## src/rtl/pll_reconfig_ctrl.sv

```systemverilog
// Sequences the rPLL: applies IDSEL/FBDSEL/ODSEL, pulses its reset, waits for a filtered
// lock and only then releases the reset for PLL-clocked logic. Retries, then faults, on lock timeout.
// Ports: clk/rst (board clock, async active-high reset); req_i + req_*sel_i (reconfigure request,
//   taken only while ready_o=1); pll_lock_i (async LOCK); pll_reset_o and *sel_o drive the rPLL;
//   out_rst_o holds downstream logic in reset; ready_o/done_o/fault_o/retry_cnt_o report status.
// Latency: lock decisions see pll_lock_i two cycles late through the synchroniser. No request queueing.
module pll_reconfig_ctrl #(
  parameter int unsigned RST_HOLD     = 16,
  parameter int unsigned LOCK_STABLE  = 256,
  parameter int unsigned LOCK_TIMEOUT = 65535,
  parameter int unsigned MAX_RETRY    = 3,
  parameter logic [5:0]  DEF_IDSEL    = 6'd0,
  parameter logic [5:0]  DEF_FBDSEL   = 6'd0,
  parameter logic [5:0]  DEF_ODSEL    = 6'd0
) (
  input  logic       clk,
  input  logic       rst,
  input  logic       req_i,
  input  logic [5:0] req_idsel_i,
  input  logic [5:0] req_fbdsel_i,
  input  logic [5:0] req_odsel_i,
  input  logic       pll_lock_i,
  output logic       pll_reset_o,
  output logic [5:0] idsel_o,
  output logic [5:0] fbdsel_o,
  output logic [5:0] odsel_o,
  output logic       out_rst_o,
  output logic       ready_o,
  output logic       done_o,
  output logic       fault_o,
  output logic [2:0] retry_cnt_o
);

  localparam int HW = $clog2(RST_HOLD + 1);
  localparam int SW = $clog2(LOCK_STABLE + 1);
  localparam int TW = $clog2(LOCK_TIMEOUT + 1);

  typedef enum logic [1:0] {S_HOLD, S_WAIT, S_RUN, S_FAULT} state_t;

  state_t        state_q;
  logic          lock_m_q, lock_s_q;
  logic [HW-1:0] hcnt_q;
  logic [SW-1:0] stab_q, stab_d;
  logic [TW-1:0] tmo_q, tmo_d;
  logic          pll_reset_q, out_rst_q, ready_q, done_q, fault_q;
  logic [2:0]    retry_cnt_q;
  logic [5:0]    idsel_q, fbdsel_q, odsel_q;
  logic          accept;

  // Two-flop synchroniser: LOCK comes from the PLL and is asynchronous to clk.
  always_ff @(posedge clk or posedge rst) begin
    if (rst) begin
      lock_m_q <= 1'b0;
      lock_s_q <= 1'b0;
    end else begin
      lock_m_q <= pll_lock_i;
      lock_s_q <= lock_m_q;
    end
  end

  // Saturating next values for the WAIT counters; any low lock sample restarts the stable run.
  always_comb begin
    stab_d = '0;
    if (lock_s_q) stab_d = (stab_q >= SW'(LOCK_STABLE)) ? stab_q : stab_q + SW'(1);
    tmo_d = (tmo_q >= TW'(LOCK_TIMEOUT)) ? tmo_q : tmo_q + TW'(1);
  end

  assign accept = ready_q & req_i;

  always_ff @(posedge clk or posedge rst) begin
    if (rst) begin
      state_q     <= S_HOLD;
      hcnt_q      <= '0;
      stab_q      <= '0;
      tmo_q       <= '0;
      pll_reset_q <= 1'b1;
      out_rst_q   <= 1'b1;
      ready_q     <= 1'b0;
      done_q      <= 1'b0;
      fault_q     <= 1'b0;
      retry_cnt_q <= 3'd0;
      idsel_q     <= DEF_IDSEL;
      fbdsel_q    <= DEF_FBDSEL;
      odsel_q     <= DEF_ODSEL;
    end else begin
      done_q <= 1'b0;
      if (accept) begin
        // New settings are loaded on the same edge the PLL goes back into reset,
        // so the PLL never sees a divider change while it is trying to lock.
        idsel_q     <= req_idsel_i;
        fbdsel_q    <= req_fbdsel_i;
        odsel_q     <= req_odsel_i;
        retry_cnt_q <= 3'd0;
        fault_q     <= 1'b0;
        state_q     <= S_HOLD;
        pll_reset_q <= 1'b1;
        out_rst_q   <= 1'b1;
        ready_q     <= 1'b0;
        hcnt_q      <= '0;
        stab_q      <= '0;
        tmo_q       <= '0;
      end else begin
        case (state_q)
          S_HOLD: begin
            if (hcnt_q >= HW'(RST_HOLD - 1)) begin
              state_q     <= S_WAIT;
              pll_reset_q <= 1'b0;
              hcnt_q      <= '0;
            end else begin
              hcnt_q <= hcnt_q + HW'(1);
            end
          end
          S_WAIT: begin
            stab_q <= stab_d;
            tmo_q  <= tmo_d;
            // Lock is tested first so it wins a tie with the timeout.
            if (stab_d >= SW'(LOCK_STABLE)) begin
              state_q   <= S_RUN;
              out_rst_q <= 1'b0;
              ready_q   <= 1'b1;
              done_q    <= 1'b1;
            end else if (tmo_d >= TW'(LOCK_TIMEOUT)) begin
              stab_q      <= '0;
              tmo_q       <= '0;
              pll_reset_q <= 1'b1;
              if (retry_cnt_q < 3'(MAX_RETRY)) begin
                retry_cnt_q <= retry_cnt_q + 3'd1;
                state_q     <= S_HOLD;
              end else begin
                state_q <= S_FAULT;
                fault_q <= 1'b1;
                ready_q <= 1'b1;
              end
            end
          end
          S_RUN: begin
            // Lost lock: fence downstream logic at once and try to reacquire without a PLL reset.
            if (!lock_s_q) begin
              state_q   <= S_WAIT;
              out_rst_q <= 1'b1;
              ready_q   <= 1'b0;
              stab_q    <= '0;
              tmo_q     <= '0;
            end
          end
          S_FAULT: begin
            // Parked with the PLL in reset until a new request arrives.
          end
          default: state_q <= S_HOLD;
        endcase
      end
    end
  end

  assign pll_reset_o = pll_reset_q;
  assign idsel_o     = idsel_q;
  assign fbdsel_o    = fbdsel_q;
  assign odsel_o     = odsel_q;
  assign out_rst_o   = out_rst_q;
  assign ready_o     = ready_q;
  assign done_o      = done_q;
  assign fault_o     = fault_q;
  assign retry_cnt_o = retry_cnt_q;

endmodule

```

## config.mk

```make
export PLATFORM = sky130hd
export DESIGN_NAME = pll_reconfig_ctrl
export DESIGN_NICKNAME = d
export VERILOG_FILES = /design/src/rtl/pll_reconfig_ctrl.sv
export SDC_FILE = /design/constraint.sdc
export NUM_CORES = 1
export LEC_CHECK = 0
export BUFFER_PORTS_ARGS = -buffer_cell sky130_fd_sc_hd__clkbuf_2
export CORE_ASPECT_RATIO = 0.7
export CORE_MARGIN = 4
export CORE_UTILIZATION = 40
export DETAILED_ROUTE_END_ITERATION = 8
export PLACE_DENSITY_LB_ADDON = 0.05
export SETUP_SLACK_MARGIN = 0.2
export SYNTH_ARGS = -nofsm -noshare
export SYNTH_HDL_FRONTEND = slang
export SYNTH_SLANG_ARGS = --single-unit
```

## constraint.sdc

```tcl
create_clock -name clk -period 3.7 [get_ports clk]
set_input_delay 0.185 -clock clk [delete_from_list [all_inputs] [get_ports clk]]
set_output_delay 0.185 -clock clk [all_outputs]
set_load 0.02 [all_outputs]
```

After elaboration in Yosys (flattened, before gate mapping)
Cells that the tools add are included.

storage, ports and cells
  register bits = 60
  bits of input ports = 22
  output and inout bits = 26
  logic and storage cells = 101

operators by class
  $add $sub $neg = 4
  magnitude comparators = 6
  equal/unequal tests = 11
  mux-type cells = 49
  bitwise gates (word level) = 1
  reduce and logical (&&, ||, !) cells = 15

operators by type and width
  operator                 count
  $mux W16                 5
  $mux W9                  6
  $ge A16 B16 Y1 const B   2
  $pmux W16 S2             1
  $reduce_and A4 Y1        5
  $ge A9 B9 Y1 const B     2
  $mux W1                  18
  $pmux W9 S2              1
  $add A16 B1 Y16 const B  1
  $mux W3                  5
  $mux W5                  3
  $ne A3 B3 Y1 const B     5
  $mux W2                  6
  $add A9 B1 Y9 const B    1
  $ne A4 B4 Y1 const B     2
  $reduce_bool A2 Y1       4
  $pmux W1 S2              3
  $pmux W2 S3              1
  $reduce_bool A3 Y1       2
  $add A5 B1 Y5 const B    1
  $ge A5 B4 Y1 const B     1
  $ne A2 B2 Y1 const B     2
  $reduce_bool A4 Y1       1
  $add A3 B1 Y3 const B    1
  7 further kinds          7

Longest topological paths before layout
  word-level depth = 7
  depth in mapped cells = 12

Worst setup path before layout
Ideal clock, no wire load.

  path type = register to register
  start = register tmo_q[1]
  end = register tmo_q[6]
  data arrival time = 2.589 ns
  required time = 3.576 ns
  setup slack = 0.987 ns
  stages on the path, launching flop included = 12
  period minus slack after synthesis = 2.713 ns
  cells stage by stage = dfrtp_1 ha_1 clkbuf_2 and3_1 clkbuf_1 nand4_1 a211oi_1 nand4_4 o21ai_4 buf_6 nor2_1 a211o_1

between the ends
  longest elaborated chain between the ends = 7

RTL lines
  item                                               RTL line  source
  start, declared                                    44        logic [TW-1:0] tmo_q, tmo_d;
  start signal, assigned                             115       tmo_q <= tmo_d;
  $add A16 B1 Y16 or $ge A16 B16 Y1 (tied branches)  65        tmo_d = (tmo_q >= TW'(LOCK_TIMEOUT)) ? tmo_q : tmo_q + TW'(1);
  $mux W16 *                                         65
  $ge A16 B16 Y1                                     122       end else if (tmo_d >= TW'(LOCK_TIMEOUT)) begin
  $mux W16                                           122
  $mux W16 *                                         117       if (stab_d >= SW'(LOCK_STABLE)) begin
  $pmux W16 S2 *                                     103       case (state_q)
  $mux W16 *                                         87        if (accept) begin

Every way passes the cells marked *; elsewhere a longest branch is shown, timed or not.
A chain may end at the register's enable or synchronous reset.

Worst setup path after layout
  start = register tmo_q[0]
  end = register tmo_q[6]

Same word-level chain as after synthesis.

==> impl_table.tex <==
\begin{tabular}{lr}
\hline
Metric & Value \\
\hline
\multicolumn{2}{l}{\textbf{Run status}} \\
Outcome & finished with violations \\
Violations in the final reports & hold timing \\
\multicolumn{2}{l}{\textbf{Finish}} \\
Fraction of layout instances using a drive strength above 1 & 0.203 \\
Ant. Diodes & 0 \\
Storage cell area & 0.00150 mm\^{}2 \\
Number of fill cells & between 700 and 800 \\
Final Net Count & between 400 and 500 \\
Multi-input gate area & around 0.0016 mm\^{}2 \\
Area grow syn2layout & 19.3\% \\
\multicolumn{2}{l}{\textbf{Route}} \\
WL final & 7.86 mm \\
Total via count after detailed routing & approximately 2800 \\
Detailed router's first-iteration violation count & 246 \\
Remaining routing DRC violations & 0 \\
Mean routed wirelength per cell & 15.2 um \\
Length of the first detailed-routing pass in iterations & 5 \\
Drt via density & 5.44 \\
Remaining antenna violation count after routing & 0 \\
\multicolumn{2}{l}{\textbf{GRT}} \\
Number of antenna violations at the first check in global routing & 0 \\
Wire length of the first global-routing pass & 13.3 mm \\
Pin count of the biggest net entering global routing & 38 \\
Total GRT Usage & 0.174 \\
Vias in the first global route & around 2600 \\
Total overflow reported by the global router & 0 \\
\multicolumn{2}{l}{\textbf{Placement}} \\
DP Wirelength & 5.61 mm \\
Dpl ws & about 460 ps \\
Number of port buffers & 47 \\
GPL Wtd Cong & roughly 0.9 \\
\multicolumn{2}{l}{\textbf{STA}} \\
Final min period & 3230 ps \\
Post-route clock period utilization & 0.873 \\
Worst max-slew margin expressed relative to the limit & 0.459 \\
Worst hold slack across all endpoints & -6.06 ps \\
Hold violation total from the final report & 13 \\
Total of endpoints with negative setup slack in the final report & 0 \\
Final-layout setup total negative slack & 0 ps \\
Setup skew after layout & 5.65 ps \\
Max-slew violation total from the final report & 0 \\
Setup repair after global routing missed its margin & false \\
Fmax achieved & about 310 MHz \\
Slack of the critical path & 470 ps \\
Transition at the pin with the smallest max-transition slack & slightly above 800 ps \\
\multicolumn{2}{l}{\textbf{Critical path}} \\
CP Capture Type & register \\
R2R Path Start & tmo\_q[0] \\
Worst setup SP type & register \\
Kind of cell adding the most delay to the critical path & simple AND/OR/NAND/NOR gates \\
Worst setup path startpoint & tmo\_q[0] \\
Data required, critical path & around 3900 ps \\
Number of buffers and inverters on the critical path & 1 \\
Data arrival time at the worst-slack endpoint & 3440 ps \\
Critical-path maximum fanout & 24 \\
Highest cell delay on the worst timing path & around 520 ps \\
Worst Setup Path Type & reg -> reg \\
Cell-by-cell trace of the critical path & ha\_1 -> nand3\_1 -> nor3\_4 -> o2111ai\_1 -> a211oi\_1 -> nand4\_4 -> o21ai\_4 -> buf\_4 -> nor2\_1 -> a211o\_1 \\
Slowest cell on the critical path & dfrtp\_1 \\
\multicolumn{2}{l}{\textbf{Synth}} \\
\#FFs+latches synth & 60 \\
Share of Yosys cell area claimed by the top area cell type & 0.442 \\
Yosys warning total & 0 \\
Synth area leader & dfrtp\_1 \\
Synth Instances & 371 \\
Sequential cell area fraction in the yosys report & 0.458 \\
Avg Cell Area, Syn & about 8.8 um\^{}2 \\
Netlist area before placement & $\sim$0.0033 mm\^{}2 \\
Top cells by instance count after synthesis & nand2\_1 (88), dfrtp\_1 (58), nor2\_1 (31) \\
Count leader, synth & nand2\_1 \\
Synth Net Count & 399 \\
Ys flop type & dfrtp\_1 \\
Async S/R FF share, synth & 1.00 \\
Synth top area cells & dfrtp\_1 (44\%), nand2\_1 (10\%), nor2\_1 (3.5\%) \\
Number of synthesized flops with an enable pin & 0 \\
Unique cell type count in the Yosys netlist & slightly below 60 \\
\multicolumn{2}{l}{\textbf{Clock tree}} \\
Latest clock arrival within the worst-skew pair & between 300 and 400 ps \\
CTS tree & done \\
Clock root buffer master & clkbuf\_16 \\
TritonCTS sink count & 60 \\
H-tree levels & 3 \\
Clock-pin slew reported for the worst setup and hold paths after clock tree synthesis & roughly 50 ps \\
Max Root-Sink Buffers & 2 \\
TritonCTS Buffers & 9 \\
\multicolumn{2}{l}{\textbf{Floorplanning}} \\
Placement row count & 27 \\
Initial Util & 0.414 \\
Die outline area & about 0.0097 mm\^{}2 \\
Number of ports placed on the die boundary & between 40 and 50 \\
Die width & 116 um \\
Core box area & 0.00794 mm\^{}2 \\
Die extent in y & between 80 and 90 um \\
\multicolumn{2}{l}{\textbf{Flow run}} \\
Max-cap viol count & 0 \\
\multicolumn{2}{l}{\textbf{Power}} \\
Worst vdd ir & roughly 330 uV \\
Power density relative to cell area & around 400 mW/mm\^{}2 \\
Leakage power total & approximately 1.9 nW \\
\multicolumn{2}{l}{\textbf{Worst hold path}} \\
Hold WC Path Type & in -> async \\
\hline
\end{tabular}
## final cells by class
type,instances,area share
clock buffer,9,0.0575
clock inverter,7,0.0233
inverter,9,0.00862
multi-input combinational,279,0.420
sequential,60,0.384
tap,101,0.0323
timing repair buffer,54,0.0741
## stage by stage
stage	area [um^2]	hold WS, ps	std cells	util	power [W]
finish	3920	-6.06	519	0.493	0.00158
floorplan	3280	216	371	-	0.000692
detailed placement	3580	297	502	0.452	0.000711
CTS	3910	25.3	519	0.493	0.00161
global placement	3580	293	502	0.452	0.000711
global route	3920	44.4	519	0.493	0.00166
## logic make-up (layout without fill, tap and decap cells)
group / after synthesis / after routing / synth area share
AND/OR/NAND/NOR: 182 / 182 / 0.273
multiplexers: 2 / 2 / 0.00610
buffers and inverters: 32 / 79 / 0.0438
adder cells (fa/ha/maj): 6 / 6 / 0.0229
AO/OA/AOI/OAI: 84 / 84 / 0.183
flip-flops: 60 / 60 / 0.458
XOR/XNOR: 5 / 5 / 0.0133
## timing repair
| action | 4_1_cts | 5_1_grt |
|---|---|---|
| buffers inserted | 0 | 0 |
| setup endpoints to repair | 0 | 14 |
| hold endpoints to repair | 1 | 0 |
| hold buffers | 1 | 0 |
| resized for setup | 0 | 1 |
## worst reg2reg max path: cells and delay by family, from the launching register on
kind            cells  cell delay [ps]
simple gates        4             1000
compound gates      4              950
flops               1              520
fa+ha+maj           1              380
buf+inv             1              270
## where the power goes
| group | switching, W | total, W | internal (W) |
|---|---|---|---|
| logic | 0.0000212 | 0.0000348 | 0.0000137 |
| registers | 0.00000418 | 0.000665 | 0.000661 |
| clock network | 0.000299 | 0.000884 | 0.000586 |
## state kept, by name, indices dropped and copies added (netlist names), 2 cells and up
register,count
odsel_o,6
stab_q,9
hcnt_q,5
idsel_o,6
state_q,2
tmo_q,16
retry_cnt_o,3
fbdsel_o,6
## cell usage in the layout (no fill, tap or decap), drive strengths merged, types with 7 or more instances in the layout
| cell | synthesis | final |
|---|---|---|
| inv | 9 | 9 |
| clkbuf | 13 | 56 |
| nor2 | 31 | 31 |
| a21o | 8 | 8 |
| nor3 | 8 | 8 |
| o21ai | 19 | 19 |
| dfrtp | 58 | 58 |
| a21oi | 14 | 14 |
| and3 | 7 | 7 |
| nand3 | 11 | 11 |
| nand4 | 14 | 14 |
| nand2 | 88 | 88 |
| o22a | 7 | 7 |
## final timing paths
check / cells after the start / endpoint / slack, ps
worst max-delay path: 10 / tmo_q[6] / 470
worst min-delay path: 2 / odsel_o[1] / -6
worst max register to register: 10 / tmo_q[6] / 470
worst min register to register: 0 / lock_s_q / 350
max in group asynchronous: 3 / out_rst_o / 2830
min in group clk: 3 / idsel_o[1] / 50
## per-layer routing
| layer | vias to the layer above | wire (um) | track usage |
|---|---|---|---|
| li1 | 1403 | - | - |
| met2 | 79 | 3180 | 0.224 |
| met4 | 0 | 131 | 0.0601 |
| met1 | 1327 | 4140 | 0.271 |
| met3 | 13 | 413 | 0.0500 |
| met5 | - | 0 | 0 |
(Power assumes the default switching activity.)
